<file path="src/rtl/uart_tx_fifo_if.sv">
// CPU-side write port and status of the UART transmitter.
// master = memory/IO block driving the strobe, slave = uart_tx_fifo.
interface uart_tx_fifo_if #(
    parameter int CNT_W = 5
);
    logic             clk_en;
    logic             tx_wen;
    logic [7:0]       tx_data;
    logic             tx_full;
    logic             tx_busy;
    logic [CNT_W-1:0] tx_count;
    logic             tx_overflow;

    modport master (
        output clk_en, tx_wen, tx_data,
        input  tx_full, tx_busy, tx_count, tx_overflow
    );

    modport slave (
        input  clk_en, tx_wen, tx_data,
        output tx_full, tx_busy, tx_count, tx_overflow
    );
endinterface

</file>
<file path="src/rtl/uart_tx_fifo.sv">
// UART transmitter: byte FIFO feeding an 8N1 serializer on o_tx (idle high).
// Define UART_TX_PARITY_EN to add an even-parity bit between data and stop.
module uart_tx_fifo #(
    parameter int CLKS_PER_BIT = 868,
    parameter int DEPTH        = 16,
    parameter int CNT_W        = $clog2(DEPTH + 1)
) (
    input  logic           i_clk,
    input  logic           i_rst,
    uart_tx_fifo_if.slave  bus,
    output logic           o_tx
);
    localparam int PTR_W  = $clog2(DEPTH);
    localparam int BAUD_W = $clog2(CLKS_PER_BIT);

`ifdef UART_TX_PARITY_EN
    typedef enum logic [2:0] {S_IDLE, S_START, S_DATA, S_PARITY, S_STOP} state_t;
`else
    typedef enum logic [1:0] {S_IDLE, S_START, S_DATA, S_STOP} state_t;
`endif

    logic [7:0]        r_mem [DEPTH];
    logic [PTR_W-1:0]  r_wr_ptr, r_rd_ptr;
    logic [CNT_W-1:0]  r_count;
    logic              r_overflow;
    logic              r_busy;
    state_t            r_state;
    logic [7:0]        r_data;
    logic [BAUD_W-1:0] r_baud;
    logic [2:0]        r_bit;
    logic              r_tx;

    state_t            w_state_nxt;
    logic [7:0]        w_data_nxt;
    logic [BAUD_W-1:0] w_baud_nxt;
    logic [2:0]        w_bit_nxt;
    logic              w_tx_nxt;
    logic              w_pop;
    logic              w_push;
    logic              w_full;
    logic              w_baud_end;
    logic [2:0]        w_bit_inc;
    logic [CNT_W-1:0]  w_count_nxt;

    // Full is judged on the pre-edge count, so a same-edge pop never makes room.
    assign w_full      = (r_count == CNT_W'(DEPTH));
    assign w_push      = bus.tx_wen && bus.clk_en && !w_full;
    assign w_baud_end  = (r_baud == BAUD_W'(CLKS_PER_BIT - 1));
    assign w_bit_inc   = r_bit + 3'd1;
    assign w_count_nxt = r_count + CNT_W'(w_push) - CNT_W'(w_pop);

    always_comb begin
        w_state_nxt = r_state;
        w_data_nxt  = r_data;
        w_baud_nxt  = r_baud + BAUD_W'(1);
        w_bit_nxt   = r_bit;
        w_tx_nxt    = r_tx;
        w_pop       = 1'b0;
        case (r_state)
            S_IDLE: begin
                w_baud_nxt = '0;
                if (r_count != '0) begin
                    w_pop       = 1'b1;
                    w_data_nxt  = r_mem[r_rd_ptr];
                    w_tx_nxt    = 1'b0;
                    w_state_nxt = S_START;
                end
            end
            S_START: begin
                if (w_baud_end) begin
                    w_baud_nxt  = '0;
                    w_bit_nxt   = 3'd0;
                    w_tx_nxt    = r_data[0];
                    w_state_nxt = S_DATA;
                end
            end
            S_DATA: begin
                if (w_baud_end) begin
                    w_baud_nxt = '0;
                    if (r_bit == 3'd7) begin
`ifdef UART_TX_PARITY_EN
                        w_tx_nxt    = ^r_data;
                        w_state_nxt = S_PARITY;
`else
                        w_tx_nxt    = 1'b1;
                        w_state_nxt = S_STOP;
`endif
                    end else begin
                        w_bit_nxt = w_bit_inc;
                        w_tx_nxt  = r_data[w_bit_inc];
                    end
                end
            end
`ifdef UART_TX_PARITY_EN
            S_PARITY: begin
                if (w_baud_end) begin
                    w_baud_nxt  = '0;
                    w_tx_nxt    = 1'b1;
                    w_state_nxt = S_STOP;
                end
            end
`endif
            S_STOP: begin
                if (w_baud_end) begin
                    w_baud_nxt = '0;
                    // Back-to-back frames: next start bit begins on this edge.
                    if (r_count != '0) begin
                        w_pop       = 1'b1;
                        w_data_nxt  = r_mem[r_rd_ptr];
                        w_tx_nxt    = 1'b0;
                        w_state_nxt = S_START;
                    end else begin
                        w_state_nxt = S_IDLE;
                    end
                end
            end
            default: begin
                w_baud_nxt  = '0;
                w_tx_nxt    = 1'b1;
                w_state_nxt = S_IDLE;
            end
        endcase
    end

    always_ff @(posedge i_clk) begin
        if (i_rst) begin
            r_state    <= S_IDLE;
            r_data     <= '0;
            r_baud     <= '0;
            r_bit      <= '0;
            r_tx       <= 1'b1;
            r_wr_ptr   <= '0;
            r_rd_ptr   <= '0;
            r_count    <= '0;
            r_overflow <= 1'b0;
            r_busy     <= 1'b0;
        end else begin
            r_state  <= w_state_nxt;
            r_data   <= w_data_nxt;
            r_baud   <= w_baud_nxt;
            r_bit    <= w_bit_nxt;
            r_tx     <= w_tx_nxt;
            r_count  <= w_count_nxt;
            r_busy   <= (w_state_nxt != S_IDLE) || (w_count_nxt != '0);
            if (w_push)
                r_wr_ptr <= r_wr_ptr + PTR_W'(1);
            if (w_pop)
                r_rd_ptr <= r_rd_ptr + PTR_W'(1);
            if (bus.tx_wen && bus.clk_en && w_full)
                r_overflow <= 1'b1;
        end
    end

    always_ff @(posedge i_clk) begin
        if (w_push)
            r_mem[r_wr_ptr] <= bus.tx_data;
    end

    assign o_tx            = r_tx;
    assign bus.tx_full     = w_full;
    assign bus.tx_busy     = r_busy;
    assign bus.tx_count    = r_count;
    assign bus.tx_overflow = r_overflow;
endmodule

</file>
<file path="src/flat_wrapper.sv">
// flat-port wrapper written by rule: the top's interface ports become plain ports
module uart_tx_fifo_flat 
#(
    parameter int CLKS_PER_BIT = 868,
    parameter int DEPTH        = 16,
    parameter int CNT_W        = $clog2(DEPTH + 1)
)
  (i_clk, i_rst, o_tx, bus_clk_en, bus_tx_wen, bus_tx_data, bus_tx_full, bus_tx_busy, bus_tx_count, bus_tx_overflow);
  uart_tx_fifo_if #(.CNT_W(CNT_W)) bus_i ();
  input  logic i_clk;
  input  logic i_rst;
  output logic o_tx;
  input wire logic [$bits(bus_i.clk_en)-1:0] bus_clk_en;
  input wire logic [$bits(bus_i.tx_wen)-1:0] bus_tx_wen;
  input wire logic [$bits(bus_i.tx_data)-1:0] bus_tx_data;
  output wire logic [$bits(bus_i.tx_full)-1:0] bus_tx_full;
  output wire logic [$bits(bus_i.tx_busy)-1:0] bus_tx_busy;
  output wire logic [$bits(bus_i.tx_count)-1:0] bus_tx_count;
  output wire logic [$bits(bus_i.tx_overflow)-1:0] bus_tx_overflow;
  assign bus_i.clk_en = bus_clk_en;
  assign bus_i.tx_wen = bus_tx_wen;
  assign bus_i.tx_data = bus_tx_data;
  assign bus_tx_full = bus_i.tx_full;
  assign bus_tx_busy = bus_i.tx_busy;
  assign bus_tx_count = bus_i.tx_count;
  assign bus_tx_overflow = bus_i.tx_overflow;
  uart_tx_fifo #(.CLKS_PER_BIT(CLKS_PER_BIT), .DEPTH(DEPTH), .CNT_W(CNT_W)) u_core (.i_clk(i_clk), .i_rst(i_rst), .bus(bus_i), .o_tx(o_tx));
endmodule
</file>
<file path="config.mk">
export PLATFORM = sky130hd
export DESIGN_NAME = uart_tx_fifo_flat
export DESIGN_NICKNAME = d
export VERILOG_FILES = /design/src/rtl/uart_tx_fifo_if.sv /design/src/rtl/uart_tx_fifo.sv /design/src/flat_wrapper.sv
export SDC_FILE = /design/constraint.sdc
export NUM_CORES = 1
export LEC_CHECK = 0
export BUFFER_PORTS_ARGS = -buffer_cell sky130_fd_sc_hd__buf_2
export CORE_UTILIZATION = 45
export DETAILED_ROUTE_END_ITERATION = 10
export PLACE_DENSITY = 0.65
export SLEW_MARGIN = 20
export SYNTH_ARGS = -nofsm -noshare
export SYNTH_HDL_FRONTEND = slang
export SYNTH_SLANG_ARGS = --single-unit
</file>
<file path="constraint.sdc">
create_clock -name i_clk -period 3.16 [get_ports i_clk]
set_input_delay 0.316 -clock i_clk [delete_from_list [all_inputs] [get_ports i_clk]]
set_output_delay 0.316 -clock i_clk [all_outputs]
set_load 0.01 [all_outputs]
</file>
# Word-level counts from Yosys, hierarchy flattened
# Memory sizes are Yosys's and may differ from the RTL's. A register that Yosys moved wholly into a read port is not among the register bits.
# Cells that the tools add are included.
totals:
  n_memories: 1
  reg_bits: 39
  inputBits: 12
  ram_bits: 128
  elab_cells: 74
  out_inout_bits: 9
classes:
  eq_ne: 10
  addsub: 6
  magnitude_cmp: 1
  mux: 31
  n_reduce_logical: 15
mem_list:
  columns: ["name", "words", "word_bits", "rd", "rd_clocked_by_memory_dff", "write_ports", "line_no", "source"]
  rows:
  - ["u_core.r_mem", 16, 8, 1, 1, 1, "uart_tx_fifo.sv:22", "logic [7:0] r_mem [DEPTH];"]
op_table:
  columns: ["op", "count"]
  rows:
  - ["case mux 10 bit (2 select lines)", 1]
  - ["2-to-1 mux 8 bit", 2]
  - ["case mux 8 bit (2 select lines)", 1]
  - ["2-to-1 mux 1 bit", 11]
  - ["adder 10 x 1 -> 10 bit, second input constant", 1]
  - ["equality test 10 bit, second input constant", 1]
  - ["2-to-1 mux 10 bit", 1]
  - ["2-to-1 mux 2 bit", 5]
  - ["nonzero test 5 bit", 2]
  - ["2-to-1 mux 3 bit", 3]
  - ["adder 4 x 1 -> 4 bit, second input constant", 2]
  - ["2-to-1 mux 4 bit", 2]
  - ["case mux 2 bit (4 select lines)", 1]
  - ["inequality test 2 x 1 -> 1 bit, second input constant", 3]
  - ["case mux 3 bit (2 select lines)", 1]
  - ["nonzero test 2 bit", 3]
  - ["adder 5 x 1 -> 5 bit", 1]
  - ["equality test 5 bit, second input constant", 1]
  - ["subtractor 5 x 1 -> 5 bit", 1]
  - ["equality test 2 bit, second input constant", 2]
  - ["less-than comparator 3 x 4 -> 1 bit, second input constant", 1]
  - ["case mux 1 bit (4 select lines)", 1]
  - ["AND reduction 4 bit", 1]
  - ["adder 3 x 1 -> 3 bit, second input constant", 1]
  - ["12 further kinds", 14]

# Logic depth before layout (Yosys ltp)
# Gate-level depths: netlist of the first run.
depth:
  ltp_word: 7
  ltp_mapped: 15
  ltp_nobuf: 14

# Worst setup path after synthesis of the first run
# Ideal clock, no wire load.
synth_timing:
  kind: "reg-to-reg"
  from: "register u_core.r_count[2], in the netlist u_core.bus.tx_count[2]"
  to: "register u_core.r_busy, in the netlist u_core.bus.tx_busy"
  setup_ns: 0.143
  t_arrival_ns: 2.812
  path_buffers: 1
  t_required_ns: 3.017
  period_less_slack_ns: 2.955
  stages_incl_launch_ff: 16
  slack_ns: 0.205
  cell_sequence: "dfxtp_1 > inv_1 > ha_1 > nor4b_4 > or2_1 > clkbuf_2 > nor2_2 > ha_1 > inv_1 > ha_1 > inv_1 > fa_1 > nand2b_1 > a21oi_1 > xnor2_1 > a41oi_1"
synth_between:
  elab_chain_len: 7
  elab_cells_between_ends: 16
  classes_between: "2 x add/sub; 1 x eq/ne; 7 x mux; 6 x reduce/logical"
synth_lines:
  columns: ["element", "line_no", "source"]
  rows:
  - ["from (decl)", "uart_tx_fifo.sv:24", "logic [CNT_W-1:0] r_count;"]
  - ["from (signal assigned)", "uart_tx_fifo.sv:143", "r_count <= w_count_nxt;"]
  - ["nonzero test 5 bit (*)", "uart_tx_fifo.sv:62, uart_tx_fifo.sv:107", null]
  - ["2-to-1 mux 1 bit (*)", "uart_tx_fifo.sv:62, uart_tx_fifo.sv:107", null]
  - ["2-to-1 mux 1 bit", "uart_tx_fifo.sv:104", "if (w_baud_end) begin"]
  - ["case mux 1 bit (2 select lines) (*)", "uart_tx_fifo.sv:59", "case (r_state)"]
  - ["net u_core.w_pop", "uart_tx_fifo.sv:38", "logic w_pop;"]
  - ["subtractor 5 x 1 -> 5 bit (*)", "uart_tx_fifo.sv:50", "assign w_count_nxt = r_count + CNT_W'(w_push) - CNT_W'(w_pop);"]
  - ["nonzero test 5 bit (*)", "uart_tx_fifo.sv:144", "r_busy <= (w_state_nxt != S_IDLE) || (w_count_nxt != '0);"]
  - ["logical OR 1 bit (*)", "uart_tx_fifo.sv:144", null]
  - ["to (signal assigned)", "uart_tx_fifo.sv:144", null]
  - ["to (decl)", "uart_tx_fifo.sv:26", "logic r_busy;"]
# Mark *: on every way through the listed nets, which the timed path passes. The rest lies on a longest branch.
# A chain may end at the register's enable or synchronous reset.

# Worst setup path in the final report of the first run
layout_timing:
  from: "register u_core.r_state[0]"
  to: "register u_core.r_busy, in the netlist u_core.bus.tx_busy"
layout_between:
  elab_chain_len: 5
  elab_cells_between_ends: 15
  classes_between: "1 x add/sub; 3 x eq/ne; 7 x mux; 4 x reduce/logical"
layout_lines:
  columns: ["element", "line_no", "source"]
  rows:
  - ["from (decl)", "uart_tx_fifo.sv:27", "state_t r_state;"]
  - ["from (signal assigned)", "uart_tx_fifo.sv:138", "r_state <= w_state_nxt;"]
  - ["equality test 2 bit or logical NOT 2 bit (tied branches)", "uart_tx_fifo.sv:59", null]
  - ["case mux 1 bit (2 select lines) (*)", "uart_tx_fifo.sv:59", null]
  - ["net u_core.w_pop", "uart_tx_fifo.sv:38", null]
  - ["subtractor 5 x 1 -> 5 bit (*)", "uart_tx_fifo.sv:50", null]
  - ["nonzero test 5 bit (*)", "uart_tx_fifo.sv:144", null]
  - ["logical OR 1 bit (*)", "uart_tx_fifo.sv:144", null]
# Marked as above.

==> results.cfg, run 1 <==
[floorplan]
die_area_um2 = 16600
io_pins = 21
die_w_um = 129
start_util = 0.469
placementRows = 45
coreArea_um2 = 15400
die_y_um = 129

[logic_synthesis]
synth.distinct_cells = 56
syn-num-nets = 477
syn_area_per_cell_um2 = 16.3
synthCells = 445
synth_area_um2 = 7230
synth_warnings = 0
synthArstFlopShare = 0
synth_seq_cells = 171
synth_flop_cell = edfxtp_1
synth_edf_count = 128
ys_seq_area_frac = 0.651

[cells_and_area]
nFillCells = 1253
drive_gt1_frac = 0.268
final_common_cell = edfxtp_1
final_nets = 523
area.growth.synth_to_final_pct = 14.5
diodes = 0
layout_common_cells = edfxtp_1, dfxtp_1, nor2_1, mux4_2, mux2i_1

[timing]
fin_skew_ps = 10.5
holdWs_ps = 271
hold_viol_final = 0
slew_viol_final = 0
worstMarginPinSlew_ps = 829
period_needed_ps = 2970
rsz0062_at_grt = false
setup_violations = 0
post-route-period-util = 0.940
relSlewSlack = 0.446
fin_tns_setup_ps = 0
fmax_ghz = 0.337

[setup_path]
crit_path_max_fanout = 6
critical_path_class = reg2reg
end_kind = flop
crit_end = u_core.bus.tx_busy$_SDFF_PP0_
r2r-start = u_core.r_state[0]$_SDFF_PP0_
crit_path_start = u_core.r_state[0]$_SDFF_PP0_
cp-start-kind = flop
r2r_slack_ps = 190
reg2reg_depth = 13
cp.required_ps = 3440
crit_arrival_ps = 3250
r2r-end = u_core.bus.tx_busy$_SDFF_PP0_

[grt]
antenna_found_initial = 0
gr-total-overflow = 0
grt_pass1_wl_um = 21900
grt_max_degree = 29
grtUsageTotal = 0.184
grt_pass1_vias = 4064

[outcome]
status = finished clean

[clock_network]
ctsResizeCount = 0
path_clk_slew_ps = 70
cts_tree = done
cts_root_buffer = clkbuf_16
clock_sinks = 171
cts_inserted_buffers = 17
cts_setup_buffers = 0
cts.path.max_buffers = 2
htree_levels = 4
clkLatencyLatePin_ps = 430
ctsHoldBuffers = 0

[routing]
vias = 3823
wire_per_inst_um = 19.2
drt_iter0_drc = 302
drt-pass1-iter-count = 4
ant_nets = 0
postRouteWirelength_um = 13700
avgViaCountPerCell = 5.35
drc = 0

[place]
globalplace.congestion = 0.813
port_buffers = 20
dpl.hpwl_um = 8970

[pwr]
power_density_nw_per_um2 = 759
vdd_drop_max_uv = 671
leakagePower_uw = 0.00272

[worst_hold_path]
hold_depth = 1
hold_class = in2reg

[job]
maxCapViolCount = 0
how the worst min path moves through the flow:
stage	startpoint	end
6_report	bus_tx_data[5]	u_core.r_mem[6][5]$_DFFE_PP_
3_5_place_dp	u_core.r_data[6]$_SDFFE_PP0P_	u_core.r_data[6]$_SDFFE_PP0P_
2_1_floorplan	bus_tx_data[0]	u_core.r_mem[0][0]$_DFFE_PP_
4_1_cts	bus_tx_data[3]	u_core.r_mem[6][3]$_DFFE_PP_
5_1_grt	bus_tx_data[3]	u_core.r_mem[6][3]$_DFFE_PP_
3_3_place_gp	u_core.r_baud[0]$_SDFF_PP0_	u_core.r_baud[0]$_SDFF_PP0_
cells by family (layout without fill, tap and decap cells):
family	after synthesis	after routing	share of synthesized area
simple gates	103	103	0.0846
xor+xnor	14	14	0.0170
compound gates	40	40	0.0433
flops	171	171	0.651
mux	63	63	0.146
buf+inv	34	93	0.0227
fa+ha+maj	20	20	0.0356
registers in the layout, indices dropped and copies added (netlist names), named ones only:
signal                  count
u_core.r_state              2
u_core.r_data               8
u_core.r_baud              10
u_core.o_tx                 1
u_core.r_bit                3
u_core.bus.tx_busy          1
u_core.bus.tx_overflow      1
u_core.r_rd_ptr             4
u_core.r_wr_ptr             4
u_core.bus.tx_count         5
u_core.r_mem              128
layer usage:
| metal | vias up | global-route usage | wire [µm] | part of all wire |
|---|---|---|---|---|
| met5 | - | 0 | 0 | 0 |
| met4 | 0 | 0.0595 | 137 | 0.010 |
| met3 | 11 | 0.0453 | 570 | 0.042 |
| met2 | 70 | 0.316 | 7080 | 0.52 |
| met1 | 1939 | 0.229 | 5940 | 0.43 |
| li1 | 1803 | - | - | - |
layout make-up:
class	instances	area, µm²	share of cell area
flip-flops and latches	171	4710	0.568
clock inverters	15	169	0.0204
clock buffers	17	425	0.0514
multi-input cells	240	2360	0.285
well taps	211	264	0.0319
inverters	15	56.3	0.00680
repair buffers	46	295	0.0357
stage by stage:
| step | instance area, µm² | std cells | utilization | power (µW) | setup slack [ps] |
|---|---|---|---|---|---|
| floorplan | 7230 | 445 | - | 3890 | 205 |
| global placement | 7680 | 683 | 0.498 | 4220 | 264 |
| detailed placement | 7680 | 683 | 0.498 | 4270 | 183 |
| CTS | 8280 | 715 | 0.537 | 6350 | 177 |
| global route | 8280 | 715 | 0.537 | 6590 | 39.2 |
| finish | 8280 | 715 | 0.537 | 6290 | 189 |
cells in the mapped netlist, types with 3 or more instances:
cell type,instances,area (µm²)
nor2_2,3,18.8
nor2b_1,5,31.3
nor3_1,10,50.1
a22o_1,8,70.1
buf_2,4,20.0
nor2_1,34,128
mux4_2,34,766
nor2_4,8,90.1
xnor2_1,10,87.6
nand2b_1,5,31.3
nand3b_1,3,22.5
buf_6,3,33.8
xor2_1,4,35.0
a21oi_1,10,50.1
mux2i_1,27,270
edfxtp_1,128,3840
ha_1,19,238
inv_1,15,56.3
dfxtp_1,43,861
nand2_1,15,56.3
nand3_1,6,30.0
clkbuf_1,7,26.3
power by group:
part           internal, µW  switching (µW)  leakage (µW)
clock network          1130             953      0.000289
logic                   766             713      0.000929
registers              2550             171       0.00150
total                  4450            1840       0.00272
critical path, cell delays in order (launching register included):
cell	delay, ps
dfxtp_1	390
inv_1	110
ha_1	330
or2_1	330
nor2_2	160
ha_1	240
inv_1	50
ha_1	150
inv_1	60
fa_1	390
nand2b_1	160
a21oi_1	160
xnor2_1	160
a41oi_1	130
(Power assumes the default switching activity.)
==> inputs of run 2 (changes only) <==
--- a/config.mk
+++ b/config.mk
@@ -5,6 +5,7 @@
 export SDC_FILE = /design/constraint.sdc
 export NUM_CORES = 1
 export LEC_CHECK = 0
+export ABC_AREA = 1
 export BUFFER_PORTS_ARGS = -buffer_cell sky130_fd_sc_hd__buf_2
 export CORE_UTILIZATION = 45
 export DETAILED_ROUTE_END_ITERATION = 10
==> results.cfg, run 2 <==
[pwr]
power_density_nw_per_um2 = 833
leakagePower_uw = 0.00307
vdd_drop_max_uv = 476
total_power_uw = 6860

[cells_and_area]
top_regs = u_core.r_mem (128), u_core.r_baud (10), u_core.r_data (8)
nFillCells = 1375
fin_cells = 961
largest_register = u_core.r_mem
drive_gt1_frac = 0.102
seq_area_um2 = 4710
final_nets = 764
area.growth.synth_to_final_pct = 11.7
final_common_cell = nor2_1
diodes = 0
layout_common_cells = nor2_1, edfxtp_1, nand3_1
multi_input_area_um2 = 2290
largest_register_ffs = 128

[place]
dp_cells = 929
dpl.hpwl_um = 10100
globalplace.congestion = 0.839
port_buffers = 20

[logic_synthesis]
synthTopCellsByCount = nor2_1, edfxtp_1, nand3_1
synthArstFlopShare = 0
synth_top_area_frac = 0.522
synth_area_um2 = 7370
syn_area_per_cell_um2 = 10.3
yosysMostFrequentCell = nor2_1
synth_flop_cell = edfxtp_1
synth_edf_count = 128
synth_seq_cells = 171
synth_top_area_cell = edfxtp_1
ys_seq_area_frac = 0.639
syn-num-nets = 750
synth.distinct_cells = 34
synth_warnings = 0
synthTopCellsByArea = edfxtp_1, dfxtp_1, nor2_1, nand3_1, o21ai_0
synthCells = 718

[clock_network]
ctsHoldBuffers = 0
clock_sinks = 171
cts_inserted_buffers = 17
cts.path.max_buffers = 2
clkLatencyLatePin_ps = 430
cts_root_buffer = clkbuf_16
path_clk_slew_ps = 60
htree_levels = 4
cts_setup_buffers = 0
cts_tree = done
ctsResizeCount = 0

[setup_path]
cp-start-kind = flop
crit_path_max_fanout = 6
crit_chain = inv_1 > ha_1 > inv_1 > nand2_1 > inv_1 > nand2_1 > inv_2 > ha_1 > inv_1 > ha_1 > inv_1 > fa_1 > nand3b_1 > nand2_1 > xor2_1 > nor2_1 > nand2_1 > nand2_1 > nand2_1
end_kind = flop
slowest_delay_ps = 410
crit_arrival_ps = 3320
critical_path_class = reg2reg
crit_path_top_delay_cell = fa_1
cp_common_cell = nand2_1
cp.required_ps = 3540

[timing]
slew_viol_final = 0
worstMarginPinSlew_ps = 986
fin_tns_setup_ps = 0
hold_viol_final = 0
fmax_ghz = 0.339
relSlewSlack = 0.343
holdWs_ps = 242
fin_skew_ps = 7.53
setup_violations = 0
period_needed_ps = 2950
post-route-period-util = 0.933
rsz0062_at_grt = false

[floorplan]
die_w_um = 130
placementRows = 46
die_y_um = 130
io_pins = 21
coreArea_um2 = 15900
start_util = 0.462
die_area_um2 = 16900

[routing]
avgViaCountPerCell = 5.27
ant_nets = 0
drt_iter0_drc = 375
wire_per_inst_um = 16.6
vias = 5069
drt-pass1-iter-count = 5
postRouteWirelength_um = 16000
drc = 0

[grt]
grt_max_degree = 65
antenna_found_initial = 0
gr-total-overflow = 0
grt_pass1_vias = 4723
grt_pass1_wl_um = 24800
grtUsageTotal = 0.203

[outcome]
status = finished clean

[worst_hold_path]
hold_class = in2reg

[job]
maxCapViolCount = 0
[run 2: path summary, 6_finish.rpt]
check,from,end,slack (ps),depth (start not counted)
max reg2reg,u_core.r_state[1]$_SDFF_PP0_,u_core.bus.tx_busy$_SDFF_PP0_,210,19
min reg2reg,u_core.r_baud[0]$_SDFF_PP0_,u_core.r_baud[0]$_SDFF_PP0_,460,1
min,bus_clk_en,u_core.bus.tx_overflow$_SDFFE_PP0P_,240,5
max,u_core.r_state[1]$_SDFF_PP0_,u_core.bus.tx_busy$_SDFF_PP0_,210,19
[run 2: cell families after synthesis]
family                     Yosys count  share of synthesized area
and+or+nand+nor                    322                      0.190
DFF                                171                      0.639
AOI/OAI and AO/OA                  108                     0.0771
buffers and inverters               90                     0.0513
adders and majority gates           20                     0.0350
xor gates and xnor gates             7                    0.00832
[run 2: area by class of cell]
| cell class | count | share of cell area |
|---|---|---|
| Tap cell | 216 | 0.0328 |
| Timing Repair Buffer | 23 | 0.0149 |
| Clock inverter | 11 | 0.0173 |
| Clock buffer | 21 | 0.0560 |
| Multi-Input combinational cell | 457 | 0.278 |
| Inverter | 62 | 0.0286 |
| Sequential cell | 171 | 0.572 |
[run 2: routing by layer]
metal / routed length, µm / GRT usage / up-vias
met2: 7630 / 0.316 / 162
met1: 7030 / 0.275 / 2409
met3: 955 / 0.0431 / 28
met4: 363 / 0.0917 / 0
li1: - / - / 2470
met5: 0 / 0 / -
[run 2: report_power, final]
group / switching [µW] / internal [µW]
Combinational: 1400 / 669
Clock: 843 / 1280
Sequential: 103 / 2560
Total: 2350 / 4510
[run 2: worst max-delay path: cells and delay by family, from the launching register on]
family / cells / cell delay [ps]
adder cells (fa/ha/maj): 4 / 1120
buffers and inverters: 6 / 530
AND/OR/NAND/NOR: 8 / 690
XOR/XNOR: 1 / 180
flip-flops: 1 / 370
[run 2: through the flow]
step / util / worst slack [ps] / instance area, µm²
finish: 0.516 / 213 / 8230
global route: 0.516 / 9.46 / 8230
CTS: 0.516 / 266 / 8220
detailed placement: 0.478 / 286 / 7620
global placement: 0.478 / 382 / 7620
floorplan: - / 537 / 7370
